### src/rtl/vec_chk_pkg.sv
// Shared types and constants for the vector-replay checker.
package vec_chk_pkg;

  localparam int unsigned FAIL_CNT_W = 16;
  localparam int unsigned MAX_LAT    = 15;

  typedef enum logic [2:0] {
    StIdle,
    StFetch,
    StRun,
    StDrain,
    StDone
  } chk_state_e;

  function automatic logic [FAIL_CNT_W-1:0] sat_inc(input logic [FAIL_CNT_W-1:0] v);
    return (&v) ? v : v + FAIL_CNT_W'(1);
  endfunction

endpackage

### src/rtl/vec_chk_dly.sv
// Expected-response delay line: LAT stages of {valid, payload}; clr drops every valid bit.
module vec_chk_dly
  import vec_chk_pkg::*;
#(
  parameter int unsigned LAT = 1,
  parameter int unsigned DW  = 8
) (
  input  logic          clk,
  input  logic          clr,
  input  logic          in_valid,
  input  logic [DW-1:0] in_data,
  output logic          out_valid,
  output logic [DW-1:0] out_data
);

  // Out-of-range latency is clamped so the line is never zero-length.
  localparam int unsigned Stages = (LAT < 1) ? 1 : ((LAT > MAX_LAT) ? MAX_LAT : LAT);

  logic [Stages-1:0] vld_q;
  logic [DW-1:0]     data_q [Stages];

  always_ff @(posedge clk) begin
    if (clr) begin
      vld_q <= '0;
    end else begin
      vld_q <= (vld_q << 1) | Stages'(in_valid);
    end
  end

  always_ff @(posedge clk) begin
    data_q[0] <= in_data;
    for (int i = 1; i < Stages; i++) begin
      data_q[i] <= data_q[i-1];
    end
  end

  assign out_valid = vld_q[Stages-1];
  assign out_data  = data_q[Stages-1];

endmodule

### config.mk
export PLATFORM = sky130hd
export DESIGN_NAME = vec_chk_dly
export DESIGN_NICKNAME = d
export VERILOG_FILES = /design/src/rtl/vec_chk_pkg.sv /design/src/rtl/vec_chk_dly.sv
export SDC_FILE = /design/constraint.sdc
export NUM_CORES = 1
export LEC_CHECK = 0
export BUFFER_PORTS_ARGS = -buffer_cell sky130_fd_sc_hd__clkbuf_2
export CORE_AREA = 2 2 39 41
export CTS_BUF_LIST = sky130_fd_sc_hd__clkbuf_8
export DETAILED_ROUTE_END_ITERATION = 6
export DIE_AREA = 0 0 41 43
export PLACE_DENSITY_LB_ADDON = 0.15
export REMOVE_ABC_BUFFERS = 1
export SLEW_MARGIN = 20
export SYNTH_ARGS = -nofsm -noshare
export SYNTH_HDL_FRONTEND = slang
export SYNTH_SLANG_ARGS = --single-unit
### constraint.sdc
create_clock -name clk -period 0.9 [get_ports clk]
set_input_delay 0.09 -clock clk [delete_from_list [all_inputs] [get_ports clk]]
set_output_delay 0.09 -clock clk [all_outputs]
set_load 0.02 [all_outputs]
==> metrics.md <==
| Metric | Value |
|---|---|
| Slew @ Worst Pin | 0.1227 ns |
| Final wirelength | about 430 microns |
| Synthesized cell area | around 190 sq um |
| Sequential share of the synthesized area | about 93% |
| Peak VDD IR | 0.7794 mV |
| Non-Filler Cell Area, Final | between 400 and 500 sq um |
| Slowest CP cell | dfxtp_1 |
| CTS buffer count | 3 |
| Row count | 14 |
| Area grow syn2layout | 123.9% |
| Netlist cell types | 2 |
| Sequence of cells on the critical path | clkbuf_2 |
| YS warnings | 0 |
| # hold bufs at CTS | 8 |
| First-pass GRT wire length | between 600 and 700 microns |
| Setup Fix Bufs, Post-CTS | 0 |
| Initial core utilization | between 10% and 20% |
| Fmax achieved | ~1300 MHz |
| Relative slew slack | between 90% and 100% |
| Clock-pin transition on the worst setup and hold timing paths | around 0.04 ns |
| Power per Cell Area | around 2200 nW/um^2 |
| Post-Layout Cell Count | 57 |
| Kind of critical path | reg2out |
| Antenna Nets Post-Route | 0 |
| # resized after CTS | 0 |
| Pin count of the biggest net entering global routing | 6 |
| Worst endpoint data arrival time | around 0.7 ns |
| Synth top area share | around 93% |
| Final period utilization | 86.86% |
| CP Data Required Time | about 0.81 ns |
| Max incr delay on CP | 0.31 ns |
| Final setup vio count | 0 |
| Cell taking the most area after synthesis | dfxtp_1 |
| RSZ-0062 raised after global routing | false |
| # nets final | 53 |
| Die area | approximately 1800 sq um |
| DR iter-0 viols | 2 |
| Post-synth top cells | dfxtp_1, nor2b_4 |
| Number of hold violations in the final report | 0 |
| DRC Markers | 0 |
| Total congestion overflow | 0 |
| Hold_sp | clr |
| Multi-input logic area | 13.76 sq um |
| Area occupied by registers | approximately 180 sq um |
| FF+latch count, synth | 9 |
| Max Slew Vio Count | 0 |
| Clock H-tree levels | 1 |
| DR WL/cell | approximately 7.5 microns |
| Filler cell count | between 100 and 150 |
| I/O pin cnt | 20 |
| Minimum clock period | roughly 0.78 ns |
| Number of global-route vias before repair | ~180 |
| DIE WIDTH | 41 microns |
| Vias post-DR | around 190 |
| Max Cap Viol | 0 |
| Port bufs | 19 |
| Top cells by area, synth | dfxtp_1, nor2b_4 |
| Ys async rst share | 0% |
| Critical-path maximum fanout | 1 |
| Vias per Instance | about 3.4 |
| Status | completed |
| TritonCTS clock tree | yes |
| Diode count | 0 |
| Total negative slack | 0 ns |
| Hold path cells | 2 |
| P_leak | 0.0002226 uW |
| Hold Path End | out_valid |
| Core area | 1384 sq um |
| Startpoint types | register |
| EDFF count, synth | 0 |
| DP Cell Count | 45 |
| Most frequent cell after synthesis | dfxtp_1 |
| Initial antenna violation count | 0 |
| Synth Area per Inst | between 15 and 20 sq um |
| Cell area after placement | 309.0 sq um |
| CP delay by family, top | flip-flops |
| Die H | around 43 microns |
| Placer Congestion | ~0.53 |
| Drt first pass iters | 2 |
| Worst setup EP type | output pin |
| Gr usage total | around 5.6% |
| Post-Synthesis Cells | 10 |
| CP bufs+invs | 1 |
| Clock sink total | 9 |
| Post-Route Utilization | 31.37% |
| Hold crit path type | in2reg |
| Max clock buf depth | 2 |
| Ys flop type | dfxtp_1 |
| Share of cells above drive strength 1 | around 56% |
| Clock Tree Root | clkbuf_8 |
-- sequential cells by signal, indices dropped and copies added, names as in the netlist --
register	count
data_q	8
out_valid	1
-- worst max-delay path by stage --
stage	slack (ns)	to	cells after the start	startpoint
detailed placement	0.36	out_data[1]	1	data_q[0][1]
global route	0.08	out_data[3]	1	data_q[0][3]
floorplan	0.41	out_data[0]	0	data_q[0][0]
CTS	0.11	out_data[5]	1	data_q[0][5]
global placement	0.36	out_data[7]	1	data_q[0][7]
finish	0.12	out_valid	1	out_valid
-- cell families (layout without fill, tap and decap cells) --
| group | after synthesis | in the layout | synth area share (%) |
|---|---|---|---|
| simple gates | 1 | 1 | 7.095 |
| flops | 9 | 9 | 92.90 |
| buf+inv | 0 | 31 | 0 |
-- layout make-up --
type	instances	area share (%)
sequential	9	41.50
timing repair buffer	27	40.35
clock buffer	3	9.510
tap	16	4.611
multi-input combinational	1	3.170
clock inverter	1	0.8646
-- routing by layer --
layer	global-route usage (%)	vias to the layer above	share of wire, %
met3	4.712	0	13
met4	4.000	0	0
li1	-	91	-
met1	4.207	88	34
met5	0	-	0
met2	8.750	12	54
-- per-stage QoR --
step / power, uW / setup slack [ns] / hold slack, ns
6_report: 961.4 / 0.1183 / 0.04842
5_1_grt: 1017 / 0.08148 / 0.04104
2_1_floorplan: 465.9 / 0.4149 / 0.1177
3_3_place_gp: 506.3 / 0.3613 / 0.1928
4_1_cts: 983.0 / 0.1086 / 0.04168
3_5_place_dp: 507.8 / 0.3560 / 0.1939
-- where the power goes --
group          internal [uW]  switching (uW)
clock                    295             139
combinational           54.5            44.8
sequential               422            5.49
-- placed cells by master (no fill, tap or decap) --
cell | netlist | final
dlygate4sd3_1 | 0 | 8
inv_1 | 0 | 1
nor2b_4 | 1 | 1
dfxtp_1 | 9 | 9
clkbuf_2 | 0 | 19
clkbuf_8 | 0 | 3
(Power assumes the default switching activity.)
